File: config.mk
export PLATFORM = sky130hd
export DESIGN_NAME = uart_tx_buf
export DESIGN_NICKNAME = d
export VERILOG_FILES = /design/src/rtl/uart_tx_buf.sv
export SDC_FILE = /design/constraint.sdc
export NUM_CORES = 1
export LEC_CHECK = 0
export CORE_ASPECT_RATIO = 0.8
export CORE_MARGIN = 2
export CORE_UTILIZATION = 50
export DETAILED_ROUTE_END_ITERATION = 6
export HOLD_SLACK_MARGIN = 0.1
export PLACE_DENSITY = 0.67
export REMOVE_ABC_BUFFERS = 1
export SYNTH_ARGS = -nofsm -noshare
export SYNTH_HDL_FRONTEND = slang
export SYNTH_SLANG_ARGS = --single-unit
File: constraint.sdc
create_clock -name sys_clk -period 3.3 [get_ports sys_clk]
set_input_delay 0.825 -clock sys_clk [delete_from_list [all_inputs] [get_ports sys_clk]]
set_output_delay 0.825 -clock sys_clk [all_outputs]
set_load 0.005 [all_outputs]
File: src/rtl/uart_tx_buf.sv
// uart_tx_buf: FIFO-buffered 8N1 UART transmitter.
// Bytes strobed in on pi_flag are queued and sent back-to-back on tx.
// Ports:
//   sys_clk, sys_rst   clock, async active-high reset
//   pi_data, pi_flag   byte in, one-cycle write strobe
//   tx                 serial line, idle high, registered
//   po_full            FIFO holds DEPTH bytes
//   po_busy            frame in progress
//   po_done            pulse on last clock of each stop bit
//   po_overflow        sticky, a write was dropped
module uart_tx_buf #(
  parameter int UART_BPS = 9600,
  parameter int CLK_FREQ = 50_000_000,
  parameter int DEPTH    = 8
) (
  input  logic       sys_clk,
  input  logic       sys_rst,
  input  logic [7:0] pi_data,
  input  logic       pi_flag,
  output logic       tx,
  output logic       po_full,
  output logic       po_busy,
  output logic       po_done,
  output logic       po_overflow
);

  localparam int BAUD_CNT_MAX = CLK_FREQ / UART_BPS;
  localparam int BW =
    (BAUD_CNT_MAX > 1) ? $clog2(BAUD_CNT_MAX) : 1;
  localparam int AW = $clog2(DEPTH);

  localparam logic [BW-1:0] BAUD_LAST =
    BW'(BAUD_CNT_MAX - 1);
  localparam logic [BW-1:0] BAUD_ONE = BW'(1);
  localparam logic [AW:0]   FULL_CNT = (AW+1)'(DEPTH);
  localparam logic [AW:0]   CNT_ONE  = (AW+1)'(1);
  localparam logic [AW-1:0] PTR_ONE  = AW'(1);

  typedef enum logic [1:0] {
    IDLE,
    START,
    DATA,
    STOP
  } state_t;

  state_t state, state_nxt;

  logic [7:0]    mem [DEPTH];
  logic [AW-1:0] wr_ptr, rd_ptr;
  logic [AW:0]   cnt;
  logic [BW-1:0] baud, baud_nxt;
  logic [2:0]    idx, idx_nxt;
  logic [7:0]    shift, shift_nxt;
  logic          tx_q, tx_nxt;
  logic          ovf_q;
  logic          push, pop, bit_end, has_data;

  assign bit_end  = (baud == BAUD_LAST);
  assign has_data = (cnt != '0);
  assign po_full  = (cnt == FULL_CNT);
  // A write while full is dropped even if a pop
  // frees a slot in the same cycle.
  assign push     = pi_flag & ~po_full;

  assign tx          = tx_q;
  assign po_busy     = (state != IDLE);
  assign po_done     = (state == STOP) & bit_end;
  assign po_overflow = ovf_q;

  always_comb begin
    state_nxt = state;
    idx_nxt   = idx;
    shift_nxt = shift;
    pop       = 1'b0;
    unique case (state)
      IDLE: begin
        if (has_data) begin
          pop       = 1'b1;
          shift_nxt = mem[rd_ptr];
          state_nxt = START;
        end
      end
      START: begin
        if (bit_end) begin
          state_nxt = DATA;
          idx_nxt   = 3'd0;
        end
      end
      DATA: begin
        if (bit_end) begin
          if (idx == 3'd7) begin
            state_nxt = STOP;
          end else begin
            idx_nxt = idx + 3'd1;
          end
        end
      end
      STOP: begin
        if (bit_end) begin
          if (has_data) begin
            pop       = 1'b1;
            shift_nxt = mem[rd_ptr];
            state_nxt = START;
          end else begin
            state_nxt = IDLE;
          end
        end
      end
      default: state_nxt = IDLE;
    endcase
  end

  // Counter parks at zero in IDLE, so entering START
  // always begins a full bit period.
  always_comb begin
    baud_nxt = '0;
    if (state != IDLE && !bit_end) begin
      baud_nxt = baud + BAUD_ONE;
    end
  end

  // tx is registered from next-state values so the
  // line changes on the same edge as the state.
  always_comb begin
    tx_nxt = 1'b1;
    unique case (state_nxt)
      START:   tx_nxt = 1'b0;
      DATA:    tx_nxt = shift_nxt[idx_nxt];
      default: tx_nxt = 1'b1;
    endcase
  end

  always_ff @(posedge sys_clk or posedge sys_rst) begin
    if (sys_rst) begin
      state <= IDLE;
      baud  <= '0;
      idx   <= '0;
      shift <= '0;
      tx_q  <= 1'b1;
    end else begin
      state <= state_nxt;
      baud  <= baud_nxt;
      idx   <= idx_nxt;
      shift <= shift_nxt;
      tx_q  <= tx_nxt;
    end
  end

  always_ff @(posedge sys_clk) begin
    if (push) begin
      mem[wr_ptr] <= pi_data;
    end
  end

  always_ff @(posedge sys_clk or posedge sys_rst) begin
    if (sys_rst) begin
      wr_ptr <= '0;
      rd_ptr <= '0;
      cnt    <= '0;
      ovf_q  <= 1'b0;
    end else begin
      if (push) begin
        wr_ptr <= wr_ptr + PTR_ONE;
      end
      if (pop) begin
        rd_ptr <= rd_ptr + PTR_ONE;
      end
      if (push && !pop) begin
        cnt <= cnt + CNT_ONE;
      end else if (pop && !push) begin
        cnt <= cnt - CNT_ONE;
      end
      if (pi_flag && po_full) begin
        ovf_q <= 1'b1;
      end
    end
  end

endmodule
### After elaboration in Yosys (flattened, before gate mapping)

Memory sizes are Yosys's and may differ from the RTL's.
Index checks and enable logic that the tools add are counted.

* add/subtract/negate cells: 6
* $lt $le $gt $ge: 1
* equal/unequal tests: 8
* muxes and demuxes: 25
* bitwise gates (word level): 3
* reductions and logical operators: 11

Operators by type and width (number)
* 8-bit 2-to-1 mux: 2
* 8-bit case mux with 2 select lines: 1
* 13-bit by 1-bit adder with 13-bit output, second input constant: 1
* 13-bit == test, second input constant: 1
* 13-bit 2-to-1 mux: 1
* 2-bit 2-to-1 mux: 5
* 3-bit by 1-bit adder with 3-bit output, second input constant: 3
* 3-bit 2-to-1 mux: 3
* 4-bit 2-to-1 mux: 2
* 2-bit case mux with 4 select lines: 1
* 2-bit == test, second input constant: 3
* 1-bit 2-to-1 mux: 6
* 3-bit case mux with 2 select lines: 1
* 4-bit by 1-bit adder with 4-bit output, second input constant: 1
* 2-bit by 1-bit == test with 1-bit output, second input constant: 2
* 4-bit == test, second input constant: 1
* 1-bit logical AND: 4
* 3-bit by 4-bit < comparator with 1-bit output, second input constant: 1
* 1-bit case mux with 2 select lines: 2
* 2-bit nonzero test: 2
* 4-bit nonzero test: 1
* 4-bit by 1-bit subtractor with 4-bit output, second input constant: 1
* 1-bit binary-select mux with 3-bit select: 1
* 3-bit == test, second input constant: 1
* 4 further kinds: 7

* register bits after elaboration: 38
* bits in writable memories: 64
* logic and storage cells: 64
* memories kept: 1

Memories
* mem: depth 8, width 8, rd ports 1, clocked after Yosys merged registers in 0, write ports 1, line 48 `logic [7:0] mem [DEPTH];`

### Logic depth before layout (Yosys ltp)

Gate-level depths: netlist of run 1.

* depth after elaboration: 7
* depth in mapped cells: 14

### Worst setup path after synthesis of run 1

OpenSTA, ideal clock, no wires.

* path kind: flip-flop to flip-flop
* start point: register baud[8]
* end point: register cnt[3]
* library setup time: 126 ps
* arrival: 2549 ps
* path slack: 625 ps
* cell stages (with the launch flop): 13
* clock period less this slack: 2675 ps
* path through: dfrtp_1 > nor4b_4 > a41oi_2 > nor3_4 > inv_2 > ha_1 > inv_1 > ha_1 > a21o_1 > a21oi_1 > xnor2_1 > nor2_1 > xor2_1

* word-level cells in the longest chain between the ends: 6
* elaborated cells between the ends (all ways): 8
* classes of those cells: eq/ne (1); mux (3); reduce/logical (4)

Ends and longest elaborated chain
* start: declaration: line 51 `logic [BW-1:0] baud, baud_nxt;`
* start signal: assignment: line 142 `baud <= baud_nxt;`
* 13-bit == test *: line 58 `assign bit_end = (baud == BAUD_LAST);`
* 1-bit 2-to-1 mux *: line 99 `if (bit_end) begin`
* 1-bit case mux with 2 select lines *: line 75 `unique case (state)`
* 1-bit logical NOT: line 168 `if (push && !pop) begin`
* 1-bit logical AND: line 168
* 4-bit 2-to-1 mux or 2-bit nonzero test (tied branches)
* end signal: assignment: line 169 `cnt <= cnt + CNT_ONE;`
* end signal: assignment: line 171 `cnt <= cnt - CNT_ONE;`
* end: declaration: line 50 `logic [AW:0] cnt;`

Every way passes the cells marked *; elsewhere a longest branch is shown, timed or not.
A chain may end at the register's enable or synchronous reset.

### Final worst setup path of run 1

* start point: register baud[0]
* end point: output po_done

* word-level cells in the longest chain between the ends: 2

Ends and longest elaborated chain
* 13-bit == test: line 58
* 1-bit AND: line 67 `assign po_done = (state == STOP) & bit_end;`
* end: declaration: line 23 `output logic po_done,`

No other way between the ends.

==> results.py, run 1 <==
metrics = {
    "sta": {
        "clock_skew_ns": 0.01303,
        "fin_crit_ns": 3.111,
        "hold_ws_ns": 0.4625,
        "worst_slack_ns": 0.1887,
        "max_freq_ghz": 0.3214,
        "hold_viol": 0,
        "final_max_slew_viol_count": 0,
        "tightest_slew_ns": 0.8416,
        "fin_crit_sh_pct": 94.28,
        "setup_violations": 0,
        "finalSetupTns_ns": 0,
        "max-slew-margin-rel_pct": 43.89,
        "rsz0062_at_grt": "no",
    },
    "synth": {
        "synth_edf_count": 64,
        "synthDistinctLibCells": 51,
        "async_flop_share_pct": 37.25,
        "synth-seq-cells": 102,
        "avgSynthCellArea_um2": 15.09,
        "netlist_area_um2": 4481,
        "yosys.area.top_type": "edfxtp_1",
        "synthTopCellsByArea": "edfxtp_1, dfrtp_1, mux4_2",
        "yosysSeqAreaShare_pct": 64.14,
        "synth_top_flop_cell": "edfxtp_1",
        "syn-instance-count": 297,
        "yosysTopAreaCellShare_pct": 42.89,
        "yosysWarnings": 0,
    },
    "clocking": {
        "hold_buffers": 0,
        "cts_max_path_buffers": 2,
        "htreeDepth": 3,
        "postCtsResizedCells": 0,
        "post_cts_buffers": 0,
        "clk_pin_slew_ns": 0.09,
        "clk_latency_ns": 0.37,
        "root_buffer": "clkbuf_8",
        "cts_tree": "built",
        "cts_buffers": 9,
        "cts.sinks": 102,
    },
    "setup_path": {
        "cp_top_family": "simple AND/OR/NAND/NOR gates",
        "slowest_delay_ns": 0.49,
        "crit_path_start_kind": "flip-flop",
        "cp.arrival_ns": 2.29,
        "crit_slowest_cell": "clkdlybuf4s50_1",
        "worst_setup_path_end_kind": "output pin",
        "criticalPathCategory": "flip-flop to output pin",
        "crit_path_max_fanout": 6,
        "cp_num_buf_inv": 1,
        "required_ns": 2.47,
        "crit_chain": "ha_1 -> and4bb_1 -> and2_1 -> and3_1 -> clkdlybuf4s50_1",
    },
    "power": {
        "pwr-share-seq_pct": 47.0,
        "ir_drop_mv": 0.3482,
        "swShare_pct": 32.49,
        "switchingPower_w": 0.001269,
        "p_comb_share_pct": 31.8,
        "powerDensity_nw_per_um2": 772.7,
        "p_leak_nw": 1.964,
        "internal-power_w": 0.002636,
        "clkPwrFrac_pct": 21.2,
    },
    "run_status": {
        "status": "finished, final reports clean",
    },
    "die": {
        "num_io_pins": 16,
        "die_area_um2": 9739,
        "die_h_um": 88.67,
        "dieWidth_um": 109.8,
        "core_um2": 8596,
        "rows": 30,
        "start_util_pct": 52.13,
    },
    "layout": {
        "diodes": 0,
        "final_cell_mix": "edfxtp_1, dfrtp_1, nor2_1, nand2_1",
        "drive_gt1_share_pct": 17.96,
        "areaGrowthSynthToFinish_pct": 12.79,
        "layout.cells.non_filler": 446,
        "fin_util_pct": 58.79,
        "final_common_cell": "edfxtp_1",
        "layout.nets": 352,
        "fillers": 671,
    },
    "placed_design": {
        "gp_congestion": 0.8129,
        "place_ws_ns": 0.3669,
        "dp.cells": 430,
        "dp_hpwl_mm": 5.328,
        "port_buffers": 15,
    },
    "detailed_routing": {
        "ant_nets": 0,
        "first_iter_violations": 183,
        "vias": 2479,
        "wirelength_mm": 7.975,
        "viasPerCell": 5.558,
        "post_drt_wl_per_cell_um": 17.88,
        "drc_errors": 0,
        "detail_route.first_pass.iterations": 4,
    },
    "run": {
        "cap_violations": 0,
    },
    "global_route": {
        "grt_pass1_vias": 2441,
        "antenna_found_initial": 0,
        "gr-total-overflow": 0,
        "grt.total_usage_pct": 18.35,
        "grt_max_degree": 36,
        "grt_pass1_wl_mm": 12.98,
    },
    "worst_hold_path": {
        "hold_path.class": "flip-flop to flip-flop",
    },
}
-- power by group through the flow --
stage          sequential (W)  clock (W)  combinational (W)
6_report              0.00184   0.000827            0.00124
3_3_place_gp          0.00186          0            0.00123
4_1_cts               0.00184   0.000845            0.00126
2_1_floorplan         0.00185          0           0.000859
3_5_place_dp          0.00187          0            0.00126
5_1_grt               0.00187   0.000892            0.00138
-- layout make-up --
| class | instances | area (µm²) | area share, % |
|---|---|---|---|
| clock buffer | 10 | 137.6 | 2.723 |
| clock inverter | 6 | 76.32 | 1.510 |
| inverter | 17 | 63.81 | 1.263 |
| multi-input combinational | 171 | 1514 | 29.96 |
| sequential | 102 | 2874 | 56.87 |
| tap | 112 | 140.1 | 2.773 |
| timing repair buffer | 28 | 247.7 | 4.902 |
-- cell families (layout without fill, tap and decap cells) --
family	Yosys count	in the layout	synth area share, %
flops	102	102	64.14
mux	29	29	11.03
compound gates	31	31	5.808
fa+ha+maj	12	12	3.519
buf+inv	24	61	2.066
xor+xnor	19	19	3.714
simple gates	80	80	9.718
-- sequential cells by signal, indices dropped and copies added, names as in the netlist --
signal       cells
baud            13
po_overflow      1
idx              3
wr_ptr           3
cnt              4
tx               1
state            2
shift            8
rd_ptr           3
mem             64
-- layer usage --
layer  track usage (%)  up-vias  share of wire (%)
li1                  -     1174                  -
met4             5.754        0                1.3
met2             26.94       43                 45
met3             4.197       13                2.8
met5                 0        -                  0
met1             27.38     1249                 51
-- metrics by stage --
step | power [W] | instance area (µm²)
after floorplan | 0.002709 | 4452
after global placement | 0.003087 | 4840
after detailed placement | 0.003124 | 4840
after CTS | 0.003946 | 5054
after global routing | 0.004139 | 5054
final | 0.003905 | 5054
-- synthesized netlist by cell type (2+ instances only) --
| cell | count |
|---|---|
| edfxtp_1 | 64 |
| dfrtp_1 | 37 |
| nor2_1 | 27 |
| nand2_1 | 19 |
| inv_1 | 16 |
| mux4_2 | 16 |
| ha_1 | 11 |
| mux2i_1 | 10 |
| xnor2_1 | 10 |
| xor2_1 | 9 |
| nand3_1 | 8 |
| and3_1 | 5 |
| o21ai_0 | 5 |
| a2bb2oi_1 | 4 |
| clkbuf_1 | 4 |
| a21o_1 | 3 |
| mux2_2 | 3 |
| nand2b_1 | 3 |
| nand4_1 | 3 |
| nor3_1 | 3 |
| o2bb2ai_1 | 3 |
| a21oi_1 | 2 |
| a31oi_1 | 2 |
| and4b_1 | 2 |
| buf_2 | 2 |
-- worst paths after layout --
kind                                         startpoint                      end  slack (ns)  cells after the start
worst max-delay path                  baud[0]$_DFF_PP0_                  po_done        0.19                      5
worst min-delay path            po_overflow$_DFFE_PP0P_  po_overflow$_DFFE_PP0P_        0.46                      1
worst max register to register        baud[0]$_DFF_PP0_       cnt[3]$_DFFE_PP0P_        0.36                     13
worst min register to register  po_overflow$_DFFE_PP0P_  po_overflow$_DFFE_PP0P_        0.46                      1
max in group asynchronous                       sys_rst             tx$_DFF_PP1_        1.97                      3
min in group asynchronous                       sys_rst    wr_ptr[0]$_DFFE_PP0P_        0.62                      2
-- worst register-to-register path: cells and delay by family, from the launching register on --
family / cells / cell delay [ns]
xor gates and xnor gates: 2 / 0.28
and+or+nand+nor: 3 / 0.62
AOI/OAI and AO/OA: 3 / 0.52
buffers and inverters: 2 / 0.27
adders and majority gates: 3 / 0.75
DFF: 1 / 0.41
No activity file was read; power rests on OpenSTA's default activity.
==> run 2, diff against run 1 <==
--- a/config.mk
+++ b/config.mk
@@ -5,6 +5,7 @@
 export SDC_FILE = /design/constraint.sdc
 export NUM_CORES = 1
 export LEC_CHECK = 0
+export ABC_AREA = 1
 export CORE_ASPECT_RATIO = 0.8
 export CORE_MARGIN = 2
 export CORE_UTILIZATION = 50
==> run 2 against run 1 <==
Wire length grew 22%. Clock power grew 43%. Highest routed layer unchanged. Synthesized area is 12% higher. Clock-buffer cell count shrank 1. Largest cell class unchanged. Combinational power fell by 60%. Cell count increased by 64%.
==> results.py, run 2 <==
metrics = {
    "synth": {
        "async_flop_share_pct": 37.25,
        "synth-seq-cells": 102,
        "avgSynthCellArea_um2": 8.957,
        "synth_commonest_cells": "nand2_1, inv_1, edfxtp_1, nor2_1, nand3_1",
        "yosys.area.top_type": "edfxtp_1",
        "synthDistinctLibCells": 37,
        "synth_edf_count": 64,
        "yosysMostFrequentCell": "nand2_1",
        "netlist_area_um2": 5025,
        "syn-instance-count": 561,
        "yosysSeqAreaShare_pct": 57.20,
        "synth_top_flop_cell": "edfxtp_1",
        "yosysWarnings": 0,
        "synthTopCellsByArea": "edfxtp_1, dfrtp_1, nand2_1",
        "yosysTopAreaCellShare_pct": 38.25,
    },
    "clocking": {
        "hold_buffers": 0,
        "clk_latency_ns": 0.34,
        "cts.sinks": 102,
        "root_buffer": "clkbuf_16",
        "postCtsResizedCells": 0,
        "cts_buffers": 9,
        "htreeDepth": 3,
        "post_cts_buffers": 0,
        "cts_max_path_buffers": 2,
        "clk_pin_slew_ns": 0.07,
        "cts_tree": "built",
    },
    "worst_hold_path": {
        "hold_path.class": "flip-flop to flip-flop",
    },
    "detailed_routing": {
        "met3_length_um": 416,
        "wirelength_mm": 9.730,
        "viasPerCell": 4.871,
        "vias": 3556,
        "post_drt_wl_per_cell_um": 13.33,
        "ant_nets": 0,
        "route.met2.wl_mm": 4.332,
        "drc_errors": 0,
        "first_iter_violations": 253,
        "wl_met1_mm": 4.854,
        "top_layer_used": "met4",
        "detail_route.first_pass.iterations": 4,
    },
    "die": {
        "core_um2": 9729,
        "dieWidth_um": 116.1,
        "start_util_pct": 51.65,
        "num_io_pins": 16,
        "die_area_um2": 10870,
        "rows": 32,
        "die_h_um": 93.67,
    },
    "global_route": {
        "gr-total-overflow": 0,
        "grt_pass1_vias": 3457,
        "grt_max_degree": 39,
        "grt.total_usage_pct": 20.38,
        "grt_pass1_wl_mm": 16.73,
        "antenna_found_initial": 0,
    },
    "layout": {
        "layout.nets": 612,
        "final_area_um2": 5724,
        "layout.cells.non_filler": 730,
        "reg.largest.list": "mem: 64 flops, baud: 13 flops, shift: 8 flops",
        "final_cell_mix": "nand2_1, inv_1, edfxtp_1, nor2_1, nand3_1",
        "regArea_um2": 2874,
        "diodes": 0,
        "final_common_cell": "nand2_1",
        "fillers": 835,
        "areaGrowthSynthToFinish_pct": 13.92,
        "largest_reg_flops": 64,
        "multi_input_area_um2": 1689,
        "largest_register": "mem",
        "drive_gt1_share_pct": 9.259,
    },
    "sta": {
        "clock_skew_ns": 0.007932,
        "hold_viol": 0,
        "fin_crit_ns": 2.908,
        "rsz0062_at_grt": "no",
        "setup_violations": 0,
        "fin_crit_sh_pct": 88.12,
        "final_max_slew_viol_count": 0,
        "tightest_slew_ns": 0.6207,
        "max_freq_ghz": 0.3439,
        "max-slew-margin-rel_pct": 58.62,
        "finalSetupTns_ns": 0,
    },
    "placed_design": {
        "port_buffers": 15,
        "gp_congestion": 0.8234,
        "place_area_um2": 5386,
        "dp_hpwl_mm": 6.650,
        "dp.cells": 714,
    },
    "setup_path": {
        "reg2reg_setup_slack_ns": 0.39,
        "worst_setup_path_end_kind": "flip-flop",
        "worstRegToRegCells": 16,
        "crit_end": "cnt[3]$_DFFE_PP0P_",
        "rr_endpoint": "cnt[3]$_DFFE_PP0P_",
        "criticalPathCategory": "flip-flop to flip-flop",
        "crit_path_max_fanout": 16,
        "required_ns": 3.53,
        "regToRegStartpoint": "baud[0]$_DFF_PP0_",
        "cp.arrival_ns": 3.14,
        "crit_path_start": "baud[0]$_DFF_PP0_",
        "crit_path_start_kind": "flip-flop",
    },
    "power": {
        "powerDensity_nw_per_um2": 575.6,
        "ir_drop_mv": 0.4145,
        "p_leak_nw": 2.693,
    },
    "run": {
        "cap_violations": 0,
    },
    "run_status": {
        "status": "finished, final reports clean",
    },
}
[run 2: changes by cell type after synthesis, sizes merged, moves of 10 or more]
cell,delta
nand2,+152
inv,+86
nand3,+39
nor2,+31
mux4,-16
mux2i,-10
[run 2: worst min-delay path by stage]
stage,from,end,slack (ns),cells after the start
finish,po_overflow$_DFFE_PP0P_,po_overflow$_DFFE_PP0P_,0.46,1
floorplan,baud[0]$_DFF_PP0_,baud[0]$_DFF_PP0_,0.43,1
detailed placement,po_overflow$_DFFE_PP0P_,po_overflow$_DFFE_PP0P_,0.45,1
CTS,po_overflow$_DFFE_PP0P_,po_overflow$_DFFE_PP0P_,0.47,1
global route,po_overflow$_DFFE_PP0P_,po_overflow$_DFFE_PP0P_,0.49,1
global placement,po_overflow$_DFFE_PP0P_,po_overflow$_DFFE_PP0P_,0.44,1
[run 2: worst max-delay path, cell delays in order (launching register included)]
cell	delay (ns)
dfrtp_1	0.37
ha_1	0.17
nand2_1	0.10
nor2_2	0.16
nand3_4	0.15
nand2_4	0.20
nand3_4	0.21
ha_1	0.29
inv_1	0.13
ha_1	0.28
nand2_1	0.08
nor2_1	0.04
a211oi_1	0.22
nor2_1	0.08
nor2_1	0.09
nand2_1	0.07
xor2_1	0.14
[run 2: area by class of cell]
type	count	area share, %
Clock buffer	9	3.934
Clock inverter	7	1.967
Inverter	104	6.820
Multi-Input combinational cell	342	29.51
Sequential cell	102	50.21
Tap cell	136	2.973
Timing Repair Buffer	30	4.590
[run 2: routing by layer]
layer / vias up / global-route usage [%]
met1: 1675 / 28.60
met4: 0 / 4.266
met5: - / 0
li1: 1807 / -
met2: 64 / 32.12
met3: 10 / 5.548
[run 2: cells by family (layout without fill, tap and decap cells)]
group / Yosys count / count (layout) / share of synthesized area, %
DFF: 102 / 102 / 57.20
buffers and inverters: 117 / 150 / 9.188
adders and majority gates: 12 / 12 / 3.137
AOI/OAI and AO/OA: 26 / 26 / 3.312
and+or+nand+nor: 296 / 296 / 25.77
xor gates and xnor gates: 8 / 8 / 1.394
[run 2: per-stage QoR]
stage	util (%)	setup slack [ns]	hold slack [ns]	total power, W
2_1_floorplan	-	0.7300	0.4329	0.001937
3_3_place_gp	55.36	0.4058	0.4402	0.002110
3_5_place_dp	55.36	0.3022	0.4473	0.002138
4_1_cts	58.83	0.3805	0.4662	0.003316
5_1_grt	58.83	0.08236	0.4887	0.003453
6_report	58.83	0.3919	0.4646	0.003295
[run 2: where the power goes]
part	total, W	switching [W]	internal (W)
registers	0.00161	0.0000744	0.00154
logic	0.000498	0.000302	0.000196
clock network	0.00118	0.000448	0.000737
==> run 3, diff against run 2 <==
--- a/config.mk
+++ b/config.mk
@@ -11,7 +11,7 @@
 export CORE_UTILIZATION = 50
 export DETAILED_ROUTE_END_ITERATION = 6
 export HOLD_SLACK_MARGIN = 0.1
-export PLACE_DENSITY = 0.67
+export PLACE_DENSITY_LB_ADDON = 0.1
 export REMOVE_ABC_BUFFERS = 1
 export SYNTH_ARGS = -nofsm -noshare
 export SYNTH_HDL_FRONTEND = slang
==> run 3 against run 2 <==
Die area unchanged. Clock-buffer cell count increased by 2. Global-route usage increased by 0.33 points. Worst setup slack improved by 0.045 ns. Clock skew decreased by 0.0031 ns. Via count decreased by 1.6%. Critical path type unchanged.
==> results.py, run 3 (synthesized netlist as in run 2, its figures left out) <==
metrics = {
    "run_status": {
        "status": "finished, final reports clean",
    },
    "worst_hold_path": {
        "hold_path_end": "po_overflow$_DFFE_PP0P_",
        "hold_start": "po_overflow$_DFFE_PP0P_",
        "hold_depth": 1,
        "hold_path.class": "flip-flop to flip-flop",
    },
    "power": {
        "powerDensity_nw_per_um2": 562.6,
        "power.total_w": 0.003194,
        "ir_drop_mv": 0.5006,
        "p_leak_nw": 2.663,
    },
    "detailed_routing": {
        "drc_errors": 0,
        "wirelength_mm": 9.795,
        "post_drt_wl_per_cell_um": 13.47,
        "ant_nets": 0,
        "vias": 3499,
        "detail_route.first_pass.iterations": 4,
        "viasPerCell": 4.813,
        "first_iter_violations": 273,
    },
    "clocking": {
        "cts.sinks": 102,
        "hold_buffers": 0,
        "postCtsResizedCells": 0,
        "cts_tree": "built",
        "clk_latency_ns": 0.34,
        "root_buffer": "clkbuf_16",
        "post_cts_buffers": 0,
        "htreeDepth": 3,
        "cts_buffers": 9,
        "cts_max_path_buffers": 2,
        "clk_pin_slew_ns": 0.06,
    },
    "run": {
        "cap_violations": 0,
    },
    "global_route": {
        "gr-total-overflow": 0,
        "grt.total_usage_pct": 20.72,
        "grt_max_degree": 39,
        "antenna_found_initial": 0,
        "grt_pass1_vias": 3409,
        "grt_pass1_wl_mm": 16.96,
    },
    "layout": {
        "fillers": 855,
        "diodes": 0,
        "drive_gt1_share_pct": 8.460,
        "largest_register": "mem",
        "layout.cells.non_filler": 727,
        "final_cell_mix": "nand2_1, inv_1, edfxtp_1, nor2_1, nand3_1",
        "largest_reg_flops": 64,
        "areaGrowthSynthToFinish_pct": 12.97,
        "reg.largest.list": "mem: 64 flops, baud: 13 flops, shift: 8 flops",
        "layout.nets": 610,
        "final_common_cell": "nand2_1",
    },
    "die": {
        "dieWidth_um": 116.1,
        "num_io_pins": 16,
        "start_util_pct": 51.65,
        "rows": 32,
        "die_h_um": 93.67,
        "die_area_um2": 10870,
        "core_um2": 9729,
    },
    "setup_path": {
        "criticalPathCategory": "flip-flop to flip-flop",
        "crit_path_max_fanout": 16,
        "cp.arrival_ns": 3.09,
        "worstRegToRegCells": 16,
        "crit_path_start_kind": "flip-flop",
        "worst_setup_path_end_kind": "flip-flop",
        "reg2reg_setup_slack_ns": 0.44,
        "required_ns": 3.53,
        "regToRegStartpoint": "baud[0]$_DFF_PP0_",
        "rr_endpoint": "cnt[3]$_DFFE_PP0P_",
    },
    "placed_design": {
        "port_buffers": 15,
        "dp_hpwl_mm": 6.576,
        "gp_congestion": 0.8467,
        "dp.cells": 712,
    },
    "sta": {
        "tightest_slew_ns": 0.6034,
        "setup_violations": 0,
        "clock_skew_ns": 0.004831,
        "final_max_slew_viol_count": 0,
        "hold_viol": 0,
        "max_freq_ghz": 0.3492,
        "finalSetupTns_ns": 0,
        "max-slew-margin-rel_pct": 59.71,
        "fin_crit_ns": 2.863,
        "fin_crit_sh_pct": 86.77,
        "rsz0062_at_grt": "no",
    },
}
run 3: cell types whose count changed in the layout (fill, tap and decap cells not counted):
cell | before | now
buf_4 | 15 | 13
bufinv_16 | 3 | 2
clkbuf_1 | 0 | 2
clkinv_2 | 2 | 0
run 3: final cells by class:
class,count,area (µm²),share of cell area [%]
Clock buffer,11,232.7,4.100
Clock inverter,4,72.57,1.278
Inverter,104,390.4,6.877
Multi-Input combinational cell,342,1689,29.76
Sequential cell,102,2874,50.63
Tap cell,136,170.2,2.998
Timing Repair Buffer,28,247.7,4.364
run 3: how the worst max path moves through the flow:
stage / depth (start not counted) / slack, ns / from / to
after CTS: 16 / 0.42 / baud[0]$_DFF_PP0_ / cnt[3]$_DFFE_PP0P_
after global routing: 16 / 0.1 / baud[0]$_DFF_PP0_ / cnt[3]$_DFFE_PP0P_
after detailed placement: 13 / 0.36 / pi_flag / cnt[3]$_DFFE_PP0P_
after global placement: 13 / 0.41 / pi_flag / cnt[3]$_DFFE_PP0P_
after floorplan: 14 / 0.73 / state[0]$_DFF_PP0_ / cnt[3]$_DFFE_PP0P_
final: 16 / 0.44 / baud[0]$_DFF_PP0_ / cnt[3]$_DFFE_PP0P_
run 3: routing by layer:
metal | up-vias | share of wire (%) | GRT usage, % | wire length [µm]
li1 | 1804 | - | - | -
met1 | 1624 | 51 | 31.23 | 4982
met2 | 63 | 44 | 30.02 | 4311
met3 | 8 | 4.2 | 5.226 | 408
met4 | 0 | 0.94 | 5.357 | 92
met5 | - | 0 | 0 | 0
run 3: worst max-delay path: stages (launching register included):
cell	delay [ns]
dfrtp_1	0.37
ha_1	0.17
nand2_1	0.09
nor2_2	0.16
nand3_4	0.15
nand2_4	0.21
nand3_4	0.22
ha_1	0.27
inv_1	0.12
ha_1	0.28
nand2_1	0.08
nor2_1	0.04
a211oi_1	0.24
nor2_1	0.07
nor2_1	0.09
nand2_1	0.07
xor2_1	0.13
run 3: through the flow:
step	worst slack, ns	hold slack [ns]	util, %	instance area, µm²
6_report	0.4367	0.4586	58.35	5677
2_1_floorplan	0.7300	0.4329	-	4954
3_5_place_dp	0.3575	0.4460	55.21	5371
4_1_cts	0.4165	0.4630	58.35	5677
3_3_place_gp	0.4107	0.4409	55.21	5371
5_1_grt	0.09504	0.4854	58.35	5677
run 3: report_power, final:
| group | switching [W] | internal, W |
|---|---|---|
| clock network | 0.000431 | 0.000659 |
| registers | 0.0000704 | 0.00154 |
| logic | 0.000304 | 0.000190 |
| total | 0.000806 | 0.00239 |
